File: src/rtl/systolic_input_feeder.sv
// rtl/systolic_input_feeder.sv - FIFO-buffered, lane-skewed vector feeder for the 2x2 systolic array
// Optional bubble counter output is enabled by defining FEEDER_PERF_EN.
module systolic_input_feeder #(
  parameter int DATA_W       = 32,
  parameter int DEPTH        = 4,
  parameter int DRAIN_CYCLES = 3
) (
  input  logic                     clk,
  input  logic                     reset,
  input  logic                     vec_valid,
  output logic                     vec_ready,
  input  logic [DATA_W-1:0]        vec_in0,
  input  logic [DATA_W-1:0]        vec_in1,
  input  logic                     vec_last,
  output logic                     array_start,
  output logic [DATA_W-1:0]        array_in0,
  output logic [DATA_W-1:0]        array_in1,
  output logic                     busy,
  output logic                     done,
`ifdef FEEDER_PERF_EN
  output logic [15:0]              bubble_cnt,
`endif
  output logic [$clog2(DEPTH):0]   fifo_count
);

  localparam int AW = $clog2(DEPTH);
  localparam int CW = AW + 1;
  localparam int EW = 2 * DATA_W + 1;
  localparam logic [CW-1:0] DEPTH_C = CW'(DEPTH);
  localparam logic [3:0]    DRAIN_C = 4'(DRAIN_CYCLES);

  typedef enum logic [1:0] {
    IDLE   = 2'd0,
    STREAM = 2'd1,
    DRAIN  = 2'd2
  } state_t;

  state_t              state_q, state_d;
  logic [EW-1:0]       mem_q [DEPTH];
  logic [AW-1:0]       wr_ptr_q, wr_ptr_d;
  logic [AW-1:0]       rd_ptr_q, rd_ptr_d;
  logic [CW-1:0]       count_q, count_d;
  logic [DATA_W-1:0]   in0_q, in0_d;
  logic [DATA_W-1:0]   in1_q, in1_d;
  logic [DATA_W-1:0]   skew_q, skew_d;
  logic [3:0]          drain_q, drain_d;
  logic                start_q, start_d;
  logic                done_q, done_d;

  logic                push;
  logic                pop;
  logic                fifo_empty;
  logic [EW-1:0]       head;
  logic [DATA_W-1:0]   head_in0;
  logic [DATA_W-1:0]   head_in1;
  logic                head_last;

  assign fifo_empty = (count_q == '0);
  assign vec_ready  = (count_q < DEPTH_C);
  assign push       = vec_valid && vec_ready;
  assign head       = mem_q[rd_ptr_q];
  assign head_in0   = head[EW-1 -: DATA_W];
  assign head_in1   = head[DATA_W:1];
  assign head_last  = head[0];

  // Storage has no reset; occupancy and pointers alone define validity.
  always_ff @(posedge clk) begin
    if (push) begin
      mem_q[wr_ptr_q] <= {vec_in0, vec_in1, vec_last};
    end
  end

  always_comb begin
    state_d = state_q;
    drain_d = drain_q;
    in0_d   = '0;
    skew_d  = '0;
    in1_d   = skew_q;
    done_d  = 1'b0;
    pop     = 1'b0;
    unique case (state_q)
      IDLE: begin
        in1_d = '0;
        if (!fifo_empty) begin
          state_d = STREAM;
        end
      end
      STREAM: begin
        if (!fifo_empty) begin
          pop    = 1'b1;
          in0_d  = head_in0;
          skew_d = head_in1;
          if (head_last) begin
            state_d = DRAIN;
            drain_d = DRAIN_C;
          end
        end
      end
      DRAIN: begin
        drain_d = drain_q - 4'd1;
        if (drain_q == 4'd1) begin
          state_d = IDLE;
          done_d  = 1'b1;
        end
      end
      default: begin
        state_d = IDLE;
      end
    endcase
    start_d = (state_d != IDLE);
  end

  always_comb begin
    wr_ptr_d = wr_ptr_q;
    rd_ptr_d = rd_ptr_q;
    count_d  = count_q;
    if (push) begin
      wr_ptr_d = wr_ptr_q + 1'b1;
    end
    if (pop) begin
      rd_ptr_d = rd_ptr_q + 1'b1;
    end
    if (push && !pop) begin
      count_d = count_q + 1'b1;
    end else if (pop && !push) begin
      count_d = count_q - 1'b1;
    end
  end

  always_ff @(posedge clk or negedge reset) begin
    if (!reset) begin
      state_q  <= IDLE;
      wr_ptr_q <= '0;
      rd_ptr_q <= '0;
      count_q  <= '0;
      in0_q    <= '0;
      in1_q    <= '0;
      skew_q   <= '0;
      drain_q  <= '0;
      start_q  <= 1'b0;
      done_q   <= 1'b0;
    end else begin
      state_q  <= state_d;
      wr_ptr_q <= wr_ptr_d;
      rd_ptr_q <= rd_ptr_d;
      count_q  <= count_d;
      in0_q    <= in0_d;
      in1_q    <= in1_d;
      skew_q   <= skew_d;
      drain_q  <= drain_d;
      start_q  <= start_d;
      done_q   <= done_d;
    end
  end

`ifdef FEEDER_PERF_EN
  logic [15:0] bubble_q, bubble_d;

  always_comb begin
    bubble_d = bubble_q;
    if (state_q == IDLE && state_d == STREAM) begin
      bubble_d = '0;
    end else if (state_q == STREAM && fifo_empty && bubble_q != 16'hFFFF) begin
      bubble_d = bubble_q + 16'd1;
    end
  end

  always_ff @(posedge clk or negedge reset) begin
    if (!reset) begin
      bubble_q <= '0;
    end else begin
      bubble_q <= bubble_d;
    end
  end

  assign bubble_cnt = bubble_q;
`endif

  assign array_start = start_q;
  assign busy        = start_q;
  assign done        = done_q;
  assign array_in0   = in0_q;
  assign array_in1   = in1_q;
  assign fifo_count  = count_q;

endmodule

File: config.mk
export PLATFORM = sky130hd
export DESIGN_NAME = systolic_input_feeder
export DESIGN_NICKNAME = d
export VERILOG_FILES = /design/src/rtl/systolic_input_feeder.sv
export SDC_FILE = /design/constraint.sdc
export NUM_CORES = 1
export LEC_CHECK = 0
export ABC_AREA = 1
export BUFFER_PORTS_ARGS = -buffer_cell sky130_fd_sc_hd__buf_2
export CAP_MARGIN = 30
export CORE_UTILIZATION = 30
export DETAILED_ROUTE_END_ITERATION = 16
export PLACE_DENSITY = 0.45
export SKIP_CTS_REPAIR_TIMING = 1
export SLEW_MARGIN = 10
export SYNTH_ARGS = -nofsm -noshare
export SYNTH_HDL_FRONTEND = slang
export SYNTH_SLANG_ARGS = --single-unit
File: constraint.sdc
create_clock -name clk -period 6.5 [get_ports clk]
set_input_delay 1.3 -clock clk [delete_from_list [all_inputs] [get_ports clk]]
set_output_delay 1.3 -clock clk [all_outputs]
set_load 0.05 [all_outputs]
Word-level counts from Yosys, hierarchy flattened
Memory sizes are Yosys's and may differ from the RTL's.
Cells that the tools add are included.
- register bits after elaboration: 111
- bits in writable memories: 260
- input bits: 68
- output and inout bits: 71
- memories kept: 1
- memory list (name ; words ; width ; rd ports ; clocked after Yosys merged registers in ; wr ports ; line ; text):
    mem_q ; 4 ; 65 ; 1 ; 0 ; 1 ; 39 ; logic [EW-1:0] mem_q [DEPTH];
- add/sub/neg operators: 5
- $lt $le $gt $ge: 1
- equal/unequal tests: 5
- multiplexer cells: 21
- reductions and logical operators: 11
- operators by type and width (operator ; count):
    32-bit 2-to-1 mux ; 5
    2-bit 2-to-1 mux ; 4
    4-bit 2-to-1 mux ; 2
    4-bit one-hot mux with 2 select lines ; 1
    1-bit 2-to-1 mux ; 6
    3-bit 2-to-1 mux ; 2
    2-bit one-hot mux with 3 select lines ; 1
    2-bit nonzero test ; 3
    2-bit by 1-bit adder with 2-bit output (second input constant) ; 2
    4-bit by 1-bit == test with 1-bit output (second input constant) ; 1
    2-bit != test (second input constant) ; 2
    4-bit by 1-bit subtractor with 4-bit output (second input constant) ; 1
    3-bit by 1-bit adder with 3-bit output (second input constant) ; 1
    1-bit logical AND ; 3
    3-bit logical NOT ; 1
    3-bit < comparator (second input constant) ; 1
    3-bit AND reduction ; 1
    3-bit by 1-bit subtractor with 3-bit output (second input constant) ; 1
    2-bit by 1-bit == test with 1-bit output (second input constant) ; 1
    2-bit == test (second input constant) ; 1
    1-bit logical NOT ; 2
    2-bit logical NOT ; 1

Longest topological paths before layout
- depth after elaboration: 6
- mapped depth: 11
- depth with buffers taken out: 10

Worst setup path after synthesis
OpenSTA, ideal clock, no wires.
- path type: in2reg
- start: in vec_valid
- end: mem mem_q[0][0] in the netlist's numbering, enable pin
- library setup time: 0.489 ns
- arrival time: 4.189 ns
- required time: 6.011 ns
- path slack: 1.822 ns
- stages: 2
- buffers on the path: 0
- cells stage by stage: nand2_1 -> nor2_1
- cells in the longest elaborated chain, start to end: 3
- ends and longest elaborated chain (item ; line ; text):
    start: declaration ; 10 ; input logic vec_valid,
    1-bit logical AND ; 60 ; assign push = vec_valid && vec_ready;
    1-bit 2-to-1 mux ; 68 ; if (push) begin
    1-bit 2-to-1 mux (not written as such) ; 69 ; mem_q[wr_ptr_q] <= {vec_in0, vec_in1, vec_last};
    end: declaration ; 39 ;
Every way passes these cells.

Final worst setup path
- start: in vec_valid
- end: mem mem_q[1][31] in the netlist's numbering, enable pin
The elaborated chain is that of the path after synthesis.

==> run_summary.xml <==
<?xml version="1.0" encoding="UTF-8"?>
<metrics>
  <group name="placement">
    <metric name="dp_hpwl" unit="µm">17500</metric>
    <metric name="placed_standard_cell_area" unit="mm²">0.0150</metric>
    <metric name="routabilityCongestion" unit="">0.699</metric>
    <metric name="io_buffers" unit="">138</metric>
  </group>
  <group name="timing">
    <metric name="final.setup.tns" unit="ns">0</metric>
    <metric name="max_freq" unit="GHz">0.342</metric>
    <metric name="max_slew.worst_pin.slew" unit="ns">0.974</metric>
    <metric name="final.setup_skew" unit="ns">0.0140</metric>
    <metric name="setup_violations" unit="">0</metric>
    <metric name="timing.slew.headroom" unit="%">35.1</metric>
    <metric name="hold_viol" unit="">0</metric>
    <metric name="clock_period_minus_final_worst_setup_slack" unit="ns">2.92</metric>
    <metric name="setup_repair_after_global_routing_missed_its_margin" unit="">no</metric>
    <metric name="final-max-slew-violation-count" unit="">0</metric>
    <metric name="period_utilization_post_route" unit="%">44.9</metric>
  </group>
  <group name="setup_path">
    <metric name="critical_path.startpoint" unit="">vec_valid</metric>
    <metric name="cpMaxStageDelayCell" unit="">sky130_fd_sc_hd__buf_4</metric>
    <metric name="cp_cell_sequence" unit="">buf_2, nand2_1, nor2_4, buf_4</metric>
    <metric name="r2r-end" unit="">drain_q[3]$_DFFE_PN0P_</metric>
    <metric name="critPathCapture" unit="">mem_q[1][31]$_DFFE_PP_</metric>
    <metric name="worst-r2r-setup-slack" unit="ns">3.68</metric>
    <metric name="cp.required" unit="ns">6.68</metric>
    <metric name="crit_fanout" unit="">49</metric>
    <metric name="combined_buffer_and_inverter_count_along_the_critical_path" unit="">2</metric>
    <metric name="cp-start-kind" unit="">primary input</metric>
    <metric name="rr_worst_depth" unit="">8</metric>
    <metric name="cpLargestDelayFamily" unit="">simple AND/OR/NAND/NOR gates</metric>
    <metric name="crit_path_max_incr_delay" unit="ns">0.76</metric>
    <metric name="critical_path_cell_count" unit="">4</metric>
    <metric name="r2r-start" unit="">rd_ptr_q[1]$_DFFE_PN0P_</metric>
    <metric name="element_type_at_the_critical_path_end" unit="">flop</metric>
    <metric name="timing.setup.critical_path_class" unit="">primary input to flop</metric>
    <metric name="critical_path_arrival" unit="ns">3.10</metric>
  </group>
  <group name="synthesis">
    <metric name="post-synth-top-area-fraction" unit="%">57.3</metric>
    <metric name="commonest_cells_post_synth" unit="">sky130_fd_sc_hd__nor2_1, sky130_fd_sc_hd__edfxtp_1, sky130_fd_sc_hd__o21ai_0</metric>
    <metric name="synthArstFlopShare" unit="%">29.9</metric>
    <metric name="most_used_standard_cell_by_instance_count_after_synthesis" unit="">sky130_fd_sc_hd__nor2_1</metric>
    <metric name="seq_area_frac_synth" unit="%">77.7</metric>
    <metric name="synthesis.nets" unit="">1125</metric>
    <metric name="synth.avg_cell_area" unit="µm²">13.0</metric>
    <metric name="synthesis.area" unit="mm²">0.0136</metric>
    <metric name="synth_seq_cells" unit="">371</metric>
    <metric name="synth_enable_flop_cells" unit="">260</metric>
    <metric name="synth_top_area_cell" unit="">sky130_fd_sc_hd__edfxtp_1</metric>
    <metric name="synth-main-ff-cell" unit="">sky130_fd_sc_hd__edfxtp_1</metric>
    <metric name="top_area_cells_in_the_synthesized_netlist" unit="">sky130_fd_sc_hd__edfxtp_1, sky130_fd_sc_hd__dfrtp_1, sky130_fd_sc_hd__nor2_1, sky130_fd_sc_hd__o21ai_0, sky130_fd_sc_hd__a21oi_1</metric>
    <metric name="syn-instance-count" unit="">1045</metric>
    <metric name="yosys_warn_count" unit="">0</metric>
    <metric name="yosys.cell_types.count" unit="">22</metric>
  </group>
  <group name="die">
    <metric name="fp.dieArea" unit="mm²">0.0463</metric>
    <metric name="placementRows" unit="">77</metric>
    <metric name="ports" unit="">139</metric>
    <metric name="placeableCoreArea" unit="mm²">0.0445</metric>
    <metric name="die_height" unit="µm">215</metric>
    <metric name="initial_utilization" unit="%">30.6</metric>
    <metric name="dieWidth" unit="µm">215</metric>
  </group>
  <group name="clock_tree">
    <metric name="cts_buffers" unit="">41</metric>
    <metric name="clk_path_buf_depth" unit="">3</metric>
    <metric name="tritoncts" unit="">yes</metric>
    <metric name="worst_skew_pair.late_latency" unit="ns">0.56</metric>
    <metric name="cts_sinks" unit="">371</metric>
    <metric name="path_clk_slew" unit="ns">0.06</metric>
    <metric name="clock_tree.root_cell" unit="">sky130_fd_sc_hd__clkbuf_16</metric>
    <metric name="cts_max_level" unit="">2</metric>
  </group>
  <group name="layout">
    <metric name="syn2layout_area_growth" unit="%">20.6</metric>
    <metric name="design_area" unit="mm²">0.0164</metric>
    <metric name="drive_gt1_share" unit="%">19.0</metric>
    <metric name="final_nets" unit="">1264</metric>
  </group>
  <group name="routing">
    <metric name="postRouteAntennaNets" unit="">0</metric>
    <metric name="route.detailed.wl_per_inst" unit="µm">17.6</metric>
    <metric name="remaining_drc_errors" unit="">0</metric>
    <metric name="drt-initial-drc-count" unit="">561</metric>
    <metric name="dr.pass1.iters" unit="">4</metric>
    <metric name="routed_via_density" unit="">4.36</metric>
    <metric name="route.vias.total" unit="">7891</metric>
    <metric name="detail_route.wirelength" unit="µm">31900</metric>
  </group>
  <group name="pwr">
    <metric name="power_leakage" unit="nW">6.41</metric>
    <metric name="peakVddDrop" unit="mV">0.232</metric>
    <metric name="power_per_cell_area" unit="mW/mm²">481</metric>
  </group>
  <group name="global_routing">
    <metric name="remaining_global_route_overflow" unit="">0</metric>
    <metric name="grt_max_degree" unit="">132</metric>
    <metric name="grtUsageTotal" unit="%">14.0</metric>
    <metric name="antenna_found_initial" unit="">5</metric>
    <metric name="via_count_of_the_first_global_routing_pass" unit="">7961</metric>
    <metric name="grt_pass1_wl" unit="µm">48500</metric>
  </group>
  <group name="flow_run">
    <metric name="max_cap_viol_count" unit="">0</metric>
  </group>
  <group name="hold_path">
    <metric name="timing.hold.worst.class" unit="">flop to flop</metric>
  </group>
  <group name="status">
    <metric name="outcome" unit="">complete, no violations</metric>
  </group>
</metrics>
-- worst min path at each step --
stage / startpoint / to / slack [ns] / cells past startpoint
CTS: skew_q[2]$_DFF_PN0_ / array_in1[2]$_DFF_PN0_ / 0.45 / 2
global placement: skew_q[6]$_DFF_PN0_ / array_in1[6]$_DFF_PN0_ / 0.45 / 2
global route: skew_q[2]$_DFF_PN0_ / array_in1[2]$_DFF_PN0_ / 0.47 / 2
floorplan: skew_q[0]$_DFF_PN0_ / array_in1[0]$_DFF_PN0_ / 0.43 / 2
detailed placement: skew_q[5]$_DFF_PN0_ / array_in1[5]$_DFF_PN0_ / 0.45 / 2
finish: skew_q[2]$_DFF_PN0_ / array_in1[2]$_DFF_PN0_ / 0.45 / 2
-- where the power goes --
part / switching, W / internal (W)
clock: 0.000937 / 0.00145
combinational: 0.00166 / 0.000604
sequential: 0.000251 / 0.00300
-- logic make-up after synthesis --
| kind of cell | share of synthesized area (%) |
|---|---|
| adder cells (fa/ha/maj) | 1.16 |
| AO/OA/AOI/OAI | 7.27 |
| buffers and inverters | 3.71 |
| AND/OR/NAND/NOR | 9.86 |
| flip-flops | 77.7 |
| XOR/XNOR | 0.257 |
| multiplexers | 0.0826 |
-- placed cells by master (no fill, tap or decap), types with 10 or more instances in the layout --
cell type,instances
sky130_fd_sc_hd__dfrtp_1,109
sky130_fd_sc_hd__inv_1,54
sky130_fd_sc_hd__nand2_1,29
sky130_fd_sc_hd__a21oi_1,68
sky130_fd_sc_hd__buf_2,137
sky130_fd_sc_hd__nor2_1,296
sky130_fd_sc_hd__clkbuf_16,41
sky130_fd_sc_hd__ha_1,10
sky130_fd_sc_hd__o21ai_0,129
sky130_fd_sc_hd__edfxtp_1,260
sky130_fd_sc_hd__nand3_1,12
-- final cells by class --
class / instances / area, µm²
Clock buffer: 53 / 1110
Inverter: 56 / 216
Timing Repair Buffer: 151 / 900
Multi-Input combinational cell: 563 / 2580
Tap cell: 592 / 741
Sequential cell: 371 / 10600
Clock inverter: 23 / 293
Fill cell: 4332 / 28100
Antenna cell: 2 / 5.00
-- through the flow --
step | setup WS, ns | hold slack (ns) | power [W] | cells | util [%]
floorplan | 1.82 | 0.434 | 0.00489 | 1045 | -
global placement | 2.84 | 0.446 | 0.00556 | 1727 | 33.4
detailed placement | 2.82 | 0.445 | 0.00562 | 1731 | 33.7
CTS | 3.43 | 0.455 | 0.00806 | 1807 | 36.8
global route | 3.43 | 0.472 | 0.00840 | 1809 | 36.9
finish | 3.58 | 0.454 | 0.00791 | 1811 | 36.9
-- flip-flops by register name (all words and copies together) (netlist names) --
signal,count
array_in0,32
array_in1,32
array_start,1
done,1
drain_q,4
fifo_count,3
mem_q,260
rd_ptr_q,2
skew_q,32
state_q,2
wr_ptr_q,2
-- worst reg2reg max path: stages, from the launching register on --
cell	delay [ns]
sky130_fd_sc_hd__dfrtp_4	1.08
sky130_fd_sc_hd__clkinv_2	0.48
sky130_fd_sc_hd__buf_4	0.50
sky130_fd_sc_hd__nand3_1	0.27
sky130_fd_sc_hd__nand2_2	0.09
sky130_fd_sc_hd__nand2_2	0.07
sky130_fd_sc_hd__nand3_2	0.10
sky130_fd_sc_hd__nand2_1	0.08
sky130_fd_sc_hd__nand2_1	0.04
-- metal layers --
| layer | vias up | track usage [%] | share of wire, % |
|---|---|---|---|
| met5 | - | 0 | 0.085 |
| met4 | 4 | 4.75 | 2.1 |
| met3 | 42 | 3.26 | 4.6 |
| met2 | 142 | 22.3 | 47 |
| met1 | 3867 | 18.6 | 46 |
| li1 | 3836 | - | - |
(Power assumes the default switching activity.)
